$ cat src/rtl/adder_pkg.sv
// rtl/adder_pkg.sv - shared constants, state type and signed-limit helpers for the adder result path
//
// Purpose: default widths, the result-stage occupancy state and functions that
// build the signed max/min patterns for an arbitrary data width.
// Ports: none (package).

package adder_pkg;

    localparam int DEF_WIDTH = 16;
    localparam int DEF_CNT_W = 8;

    // Occupancy of the two-entry output stage.
    typedef enum logic [1:0] {
        EMPTY = 2'd0,   // nothing held
        ONE   = 2'd1,   // main register valid
        TWO   = 2'd2    // main and skid registers valid
    } stage_state_e;

    // Largest positive two's-complement value of width w (0111...1),
    // returned right-aligned in 64 bits; callers cast to their width.
    function automatic logic [63:0] signed_max(input int w);
        signed_max = (64'd1 << (w - 1)) - 64'd1;
    endfunction

    // Most negative two's-complement value of width w (1000...0).
    function automatic logic [63:0] signed_min(input int w);
        signed_min = 64'd1 << (w - 1);
    endfunction

endpackage

$ cat src/rtl/sat_counter.sv
// rtl/sat_counter.sv - saturating event counter with clear priority
//
// Purpose: counts single-cycle increment strobes, sticks at all-ones, and
// returns to zero on clear. A clear in the same cycle as an increment wins.
// Ports:
//   clk_i    in   clock
//   rst_i    in   asynchronous active-high reset, count goes to 0
//   inc_i    in   count one event this cycle
//   clr_i    in   synchronous clear (priority over inc_i)
//   count_o  out  current count, CNT_W bits

module sat_counter #(
    parameter int CNT_W = 8
) (
    input  logic             clk_i,
    input  logic             rst_i,
    input  logic             inc_i,
    input  logic             clr_i,
    output logic [CNT_W-1:0] count_o
);

    logic [CNT_W-1:0] count_q;
    logic [CNT_W-1:0] count_d;

    always_comb begin
        count_d = count_q;
        if (clr_i) begin
            count_d = '0;
        end else if (inc_i && (count_q != {CNT_W{1'b1}})) begin
            count_d = count_q + CNT_W'(1);
        end
    end

    always_ff @(posedge clk_i or posedge rst_i) begin
        if (rst_i) begin
            count_q <= '0;
        end else begin
            count_q <= count_d;
        end
    end

    assign count_o = count_q;

endmodule

$ cat src/rtl/adder_result_stage.sv
// rtl/adder_result_stage.sv - registered two-entry elastic output stage for adder results
//
// Purpose: captures sum/carry/overflow from the ripple adder on a valid/ready
// handshake and presents them from a main register backed by a skid register,
// so the stage sustains one beat per cycle while keeping InReady free of any
// combinational path from OutReady. Counts overflowed beats delivered
// downstream in a saturating counter.
// Optional feature: define SATURATE_EN to clamp the stored sum on signed
// overflow (wrapped negative -> max positive, wrapped positive -> min negative).
// Without SATURATE_EN the sum is stored unchanged.
// Ports:
//   Clk            in   clock
//   Rst            in   asynchronous active-high reset
//   InValid        in   upstream result valid
//   InReady        out  stage can accept a beat (low only when both entries full)
//   InSum          in   adder sum, WIDTH bits
//   InCarry        in   adder carry-out
//   InOverFlow     in   adder signed overflow
//   OutValid       out  registered result valid
//   OutReady       in   downstream accepts
//   OutSum         out  registered (optionally clamped) sum
//   OutCarry       out  registered carry
//   OutOverFlow    out  registered overflow flag
//   CountClear     in   synchronous clear of OverFlowCount
//   OverFlowCount  out  overflowed beats transferred at the output, CNT_W bits

module adder_result_stage
    import adder_pkg::*;
#(
    parameter int WIDTH = DEF_WIDTH,
    parameter int CNT_W = DEF_CNT_W
) (
    input  logic             Clk,
    input  logic             Rst,
    input  logic             InValid,
    output logic             InReady,
    input  logic [WIDTH-1:0] InSum,
    input  logic             InCarry,
    input  logic             InOverFlow,
    output logic             OutValid,
    input  logic             OutReady,
    output logic [WIDTH-1:0] OutSum,
    output logic             OutCarry,
    output logic             OutOverFlow,
    input  logic             CountClear,
    output logic [CNT_W-1:0] OverFlowCount
);

    stage_state_e state_q;
    stage_state_e state_d;

    logic             in_ready;
    logic             out_valid;
    logic             in_xfer;
    logic             out_xfer;

    logic             load_main_in;    // main <- incoming beat
    logic             load_main_skid;  // main <- skid entry
    logic             load_skid;       // skid <- incoming beat

    logic [WIDTH-1:0] cap_sum;

    logic [WIDTH-1:0] main_sum_q;
    logic             main_carry_q;
    logic             main_ovf_q;
    logic [WIDTH-1:0] skid_sum_q;
    logic             skid_carry_q;
    logic             skid_ovf_q;

    // Handshake flags decode registered state only.
    assign in_ready  = (state_q != TWO);
    assign out_valid = (state_q != EMPTY);
    assign in_xfer   = InValid && in_ready;
    assign out_xfer  = out_valid && OutReady;

`ifdef SATURATE_EN
    localparam logic [WIDTH-1:0] SUM_MAX = WIDTH'(signed_max(WIDTH));
    localparam logic [WIDTH-1:0] SUM_MIN = WIDTH'(signed_min(WIDTH));

    // An overflowed sum has the wrong sign: a set MSB means the true result
    // was too large positive, a clear MSB means it was too large negative.
    always_comb begin
        cap_sum = InSum;
        if (InOverFlow) begin
            cap_sum = InSum[WIDTH-1] ? SUM_MAX : SUM_MIN;
        end
    end
`else
    assign cap_sum = InSum;
`endif

    // State register
    always_ff @(posedge Clk or posedge Rst) begin
        if (Rst) begin
            state_q <= EMPTY;
        end else begin
            state_q <= state_d;
        end
    end

    // Next-state logic
    always_comb begin
        state_d = state_q;
        case (state_q)
            EMPTY: begin
                if (in_xfer) begin
                    state_d = ONE;
                end
            end
            ONE: begin
                if (in_xfer && !out_xfer) begin
                    state_d = TWO;
                end else if (!in_xfer && out_xfer) begin
                    state_d = EMPTY;
                end
            end
            TWO: begin
                if (out_xfer) begin
                    state_d = ONE;
                end
            end
            default: state_d = EMPTY;
        endcase
    end

    // Datapath load strobes
    always_comb begin
        load_main_in   = 1'b0;
        load_main_skid = 1'b0;
        load_skid      = 1'b0;
        case (state_q)
            EMPTY: begin
                load_main_in = in_xfer;
            end
            ONE: begin
                // Main is draining this cycle: the new beat replaces it.
                // Otherwise main is stalled and the beat parks in skid.
                if (in_xfer) begin
                    if (out_xfer) begin
                        load_main_in = 1'b1;
                    end else begin
                        load_skid = 1'b1;
                    end
                end
            end
            TWO: begin
                load_main_skid = out_xfer;
            end
            default: begin
                load_main_in   = 1'b0;
                load_main_skid = 1'b0;
                load_skid      = 1'b0;
            end
        endcase
    end

    always_ff @(posedge Clk or posedge Rst) begin
        if (Rst) begin
            main_sum_q   <= '0;
            main_carry_q <= 1'b0;
            main_ovf_q   <= 1'b0;
            skid_sum_q   <= '0;
            skid_carry_q <= 1'b0;
            skid_ovf_q   <= 1'b0;
        end else begin
            if (load_main_in) begin
                main_sum_q   <= cap_sum;
                main_carry_q <= InCarry;
                main_ovf_q   <= InOverFlow;
            end else if (load_main_skid) begin
                main_sum_q   <= skid_sum_q;
                main_carry_q <= skid_carry_q;
                main_ovf_q   <= skid_ovf_q;
            end
            if (load_skid) begin
                skid_sum_q   <= cap_sum;
                skid_carry_q <= InCarry;
                skid_ovf_q   <= InOverFlow;
            end
        end
    end

    sat_counter #(
        .CNT_W (CNT_W)
    ) u_ovf_count (
        .clk_i   (Clk),
        .rst_i   (Rst),
        .inc_i   (out_xfer && main_ovf_q),
        .clr_i   (CountClear),
        .count_o (OverFlowCount)
    );

    assign InReady     = in_ready;
    assign OutValid    = out_valid;
    assign OutSum      = main_sum_q;
    assign OutCarry    = main_carry_q;
    assign OutOverFlow = main_ovf_q;

endmodule

$ cat config.mk
export PLATFORM = sky130hd
export DESIGN_NAME = adder_result_stage
export DESIGN_NICKNAME = d
export VERILOG_FILES = /design/src/rtl/adder_pkg.sv /design/src/rtl/sat_counter.sv /design/src/rtl/adder_result_stage.sv
export SDC_FILE = /design/constraint.sdc
export NUM_CORES = 1
export LEC_CHECK = 0
export CORE_MARGIN = 2
export CORE_UTILIZATION = 52
export DETAILED_ROUTE_END_ITERATION = 7
export GPL_ROUTABILITY_DRIVEN = 0
export PLACE_DENSITY_LB_ADDON = 0.3
export REMOVE_ABC_BUFFERS = 1
export SETUP_SLACK_MARGIN = 0.15
export SLEW_MARGIN = 20
export SYNTH_ARGS = -nofsm -noshare
export SYNTH_HDL_FRONTEND = slang
export SYNTH_SLANG_ARGS = --single-unit
$ cat constraint.sdc
create_clock -name Clk -period 2.9 [get_ports Clk]
set_input_delay 0.58 -clock Clk [delete_from_list [all_inputs] [get_ports Clk]]
set_output_delay 0.58 -clock Clk [all_outputs]
set_load 0.02 [all_outputs]
# After elaboration in Yosys (flattened, before gate mapping)
# Index checks and enable logic that the tools add are counted.
op_classes:
  n_addsub: 1
  eq_ne: 7
  n_mux: 20
  n_reduce_logical: 13
ops:
  columns: ["cell", "count"]
  rows:
  - ["2-to-1 mux 16 bit", 2]
  - ["2-to-1 mux 8 bit", 2]
  - ["2-to-1 mux 1 bit", 10]
  - ["adder 8 x 1 -> 8 bit (second input constant)", 1]
  - ["2-to-1 mux 2 bit", 4]
  - ["!= test 8 bit (second input constant)", 1]
  - ["logical AND 1 bit", 6]
  - ["!= test 2 bit (second input constant)", 3]
  - ["case mux 2 bit (3 select lines)", 1]
  - ["nonzero test 2 bit", 3]
  - ["!= test 3 bit (second input constant)", 1]
  - ["AND reduction 3 bit", 1]
  - ["equality test 2 x 1 -> 1 bit (second input constant)", 1]
  - ["equality test 2 bit (second input constant)", 1]
  - ["zero test 1 bit", 2]
  - ["zero test 2 bit", 1]
  - ["case mux 1 bit (2 select lines)", 1]
word_totals:
  reg_bits: 46
  input_bits: 23
  output_inout_bits: 28
  wordCells: 49

# Depth between registers and ports, before layout
depth:
  depth_word: 7
  mapped_depth: 7
  mapped_depth_nobuf: 5

# Hierarchy
# A second synthesis with hierarchy kept.
hier_totals:
  hier_cells: 164
  area_unflattened_um2: 2118.3
by_module_without_submodules:
  columns: ["module", "instances", "cells_each", "area_each_um2", "seq_area_each_um2"]
  rows:
  - ["adder_result_stage", 1, 115, 1614.0, 950.9]
  - ["sat_counter", 1, 49, 504.2, 200.2]

# Worst setup path before layout
# OpenSTA, ideal clock, no wires.
synth_timing:
  kind: "register to register"
  start: "register state_q[0]"
  end: "register skid_carry_q"
  setup_time_ns: 0.128
  t_arrival_ns: 1.861
  required_ns: 2.772
  setup_slack_ns: 0.911
  path_stages_with_launch: 8
  n_path_buf: 2
  period_less_slack_ns: 1.989
  path_cell_list: "dfrtp_1 > nand2b_1 > and2_1 > ha_1 > nand3b_1 > buf_2 > buf_4 > mux2_1"
synth_between:
  word_cells_on_any_way: 8
  cone_classes: "2 x eq/ne; 3 x mux; 3 x reduce/logical"
synth_rtl:
  columns: ["item", "line_no", "text"]
  rows:
  - ["from (decl)", "adder_result_stage.sv:49", "stage_state_e state_q;"]
  - ["from (signal assigned)", "adder_result_stage.sv:97", "state_q <= state_d;"]
  - ["!= test 2 bit", "adder_result_stage.sv:71", "assign in_ready = (state_q != TWO);"]
  - ["named net InReady", "adder_result_stage.sv:36", "output logic InReady,"]
  - ["logical AND 1 bit", "adder_result_stage.sv:73", "assign in_xfer = InValid && in_ready;"]
  - ["2-to-1 mux 1 bit", "adder_result_stage.sv:138", "if (in_xfer) begin"]
  - ["2-to-1 mux 1 bit", "adder_result_stage.sv:131", "case (state_q)"]
  - ["to (signal assigned)", "adder_result_stage.sv:177", "skid_carry_q <= InCarry;"]
  - ["to (decl)", "adder_result_stage.sv:67", "logic skid_carry_q;"]
# The timed path passes the listed nets, and every way through them passes these cells.
# A chain may end at the register's enable or synchronous reset.

# Worst setup path after layout
layout_timing:
  start: "register state_q[0]"
  end: "output port OutValid"
layout_between:
  elab_chain_cells: 1
layout_lines:
  columns: ["item", "line_no", "text"]
  rows:
  - ["nonzero test 2 bit", "adder_result_stage.sv:72", "assign out_valid = (state_q != EMPTY);"]
  - ["to (decl)", "adder_result_stage.sv:40", "output logic OutValid,"]
# No other way between the ends.

==> flow_metrics.py <==
metrics = {
    "timing": {
        "final.period_utilization": 0.743,
        "fin_crit_ns": 2.15,
        "worstMarginPinSlew_ns": 0.935,
        "hold_violations": 0,
        "rsz0062_at_grt": "no",
        "final-setup-viol-count": 0,
        "max_freq_mhz": 464,
        "slew_headroom": 0.376,
        "slew_viol_final": 0,
        "hold-worst-slack_ns": 0.494,
        "fin_worst_skew_ns": 0.00704,
        "fin_setup_tns_ns": 0,
    },
    "global_route": {
        "grt-ovfl-total": 0,
        "grt_start_max_net_pins": 47,
        "grt_pass1_vias": 1559,
        "track_usage": 0.216,
        "antenna_found_initial": 0,
        "grt_pass1_wl_um": 7200,
    },
    "power": {
        "vdd.ir_drop.worst_uv": 404,
        "p_per_area_mw_per_mm2": 974,
        "leakage_nw": 1.19,
    },
    "synth": {
        "synth_ff_type": "dfrtp_1",
        "ys_warn_count": 0,
        "netlist_area_mm2": 0.00208,
        "synth_seq_cells": 46,
        "synth_most_common_cell": "dfrtp_1",
        "synth_top_area_share": 0.554,
        "post_synth_most_frequent_cells": "dfrtp_1, nor2_1, a21oi_1, mux2i_1, mux2_1",
        "synthArstFlopShare": 1.00,
        "yosysTopAreaCell": "dfrtp_1",
        "syn-mean-instance-area_um2": 12.1,
        "synth.area.top_cells": "dfrtp_1, mux2_1, mux2i_1",
        "seq_area_frac_synth": 0.554,
        "synthCells": 172,
        "synth_cell_types": 32,
        "synth-edff-count": 0,
    },
    "clock_network": {
        "cts_buffers": 5,
        "clk_pin_slew_ns": 0.07,
        "clk_latency_ns": 0.29,
        "cts_sinks": 46,
        "cts-resized-gates": 0,
        "root_buffer": "clkbuf_8",
        "cts_hold_buffers": 0,
        "cts_buffer_depth": 2,
        "cts_htree_levels": 2,
        "cts_tree": "done",
        "cts_setup_buffers": 0,
    },
    "outcome": {
        "run_status": "completed",
    },
    "placed_design": {
        "dp_hpwl_um": 2910,
        "io_buffers": 50,
    },
    "routing": {
        "drt_iter0_drc": 64,
        "post_drt_wl_per_cell_um": 15.5,
        "via_per_inst": 5.47,
        "ant_nets": 0,
        "totalWireLength_um": 4230,
        "drc": 0,
        "vias": 1487,
        "drt-pass1-iter-count": 4,
    },
    "die": {
        "chipHeight_um": 67.2,
        "fp.dieW_um": 67.2,
        "start_util": 0.555,
        "dieArea_mm2": 0.00452,
        "rows": 22,
        "design.core.area_mm2": 0.00374,
        "ios": 51,
    },
    "critical_path": {
        "cp_max_fo": 7,
        "worst_setup_path_start_kind": "flip-flop",
        "critPathBufInv": 1,
        "cpPeakStageDelay_ns": 0.55,
        "end_kind": "output pin",
        "worstSetupPathType": "flip-flop to output pin",
        "cp_top_family": "buffers and inverters",
        "worstPathArrival_ns": 1.57,
        "crit_chain": "or2_1, clkdlybuf4s50_1",
        "cp_slowest_cell": "clkdlybuf4s50_1",
        "rrSetupSlack_ns": 1.01,
        "crit_required_ns": 2.32,
    },
    "finish": {
        "fin_nets": 248,
        "fill_cells": 290,
        "diodes": 0,
        "drive_above_1_share": 0.0580,
        "syn_to_final_growth_pct": 29.6,
    },
    "worst_hold_path": {
        "hp-class": "flip-flop to flip-flop",
    },
    "job": {
        "drv_cap": 0,
    },
}
-- layout make-up --
| type | count | area (um2) | share of cell area |
|---|---|---|---|
| flip-flops and latches | 46 | 1150 | 0.428 |
| multi-input cells | 117 | 870 | 0.323 |
| repair buffers | 52 | 515 | 0.192 |
| clock buffers | 7 | 86.3 | 0.0321 |
| well taps | 48 | 60.1 | 0.0223 |
| clock inverters | 1 | 5.00 | 0.00186 |
| inverters | 1 | 3.75 | 0.00139 |
-- flip-flops by register name, indices dropped and copies added (netlist names) --
name                 cells
skid_sum_q              16
state_q                  2
skid_carry_q             1
skid_ovf_q               1
OutOverFlow              1
OutSum                  16
OutCarry                 1
u_ovf_count.count_o      8
-- path summary, 6_finish.rpt --
| check | start | end | cells after the start |
|---|---|---|---|
| worst min register to register | skid_sum_q[2] | skid_sum_q[2] | 1 |
| max in group asynchronous | Rst | state_q[1] | 2 |
| worst min-delay path | skid_sum_q[2] | skid_sum_q[2] | 1 |
| worst max register to register | state_q[0] | skid_ovf_q | 6 |
| min in group asynchronous | Rst | OutSum[4] | 2 |
| worst max-delay path | state_q[0] | OutValid | 2 |
-- power by group --
part           switching (mW)  leakage [nW]  internal (mW)
sequential              0.171         0.551          0.919
combinational           0.569         0.593          0.566
clock                   0.203        0.0482          0.192
total                   0.944          1.19           1.68
-- through the flow --
step / instance area [um2] / cells / util / power [mW] / worst slack (ns)
6_report: 2690 / 272 / 0.719 / 2.62 / 0.746
3_3_place_gp: 2600 / 264 / 0.695 / 2.18 / 0.705
2_1_floorplan: 2020 / 164 / - / 1.76 / 0.825
3_5_place_dp: 2600 / 264 / 0.695 / 2.24 / 0.609
4_1_cts: 2690 / 272 / 0.719 / 2.64 / 0.742
5_1_grt: 2690 / 272 / 0.719 / 2.81 / 0.701
-- cell families after synthesis --
kind of cell               after synthesis  synth area share
and+or+nand+nor                         43             0.104
AOI/OAI and AO/OA                       29            0.0880
buffers and inverters                    9            0.0271
adders and majority gates                2            0.0120
DFF                                     46             0.554
xor gates and xnor gates                 5            0.0211
muxes                                   38             0.194
-- layout by cell type, fill, tap and decap left out, types with 2 or more instances in the layout --
cell type / synthesis / final
a21oi_1: 20 / 20
buf_4: 3 / 2
clkbuf_8: 0 / 6
clkdlybuf4s50_1: 0 / 50
dfrtp_1: 46 / 46
ha_1: 2 / 2
mux2_1: 18 / 18
mux2i_1: 20 / 20
nand2_1: 3 / 3
nand2b_1: 2 / 2
nand3b_1: 3 / 3
nand4_1: 2 / 2
nor2_1: 24 / 24
o21ai_0: 2 / 2
o21ai_1: 2 / 2
or3_1: 2 / 2
xor2_1: 4 / 4
-- layer usage --
layer  track usage  share of wire
met1         0.273           0.44
met2         0.349           0.49
met3        0.0617          0.050
met4        0.0944          0.022
met5             0              0
(Power assumes the default switching activity.)
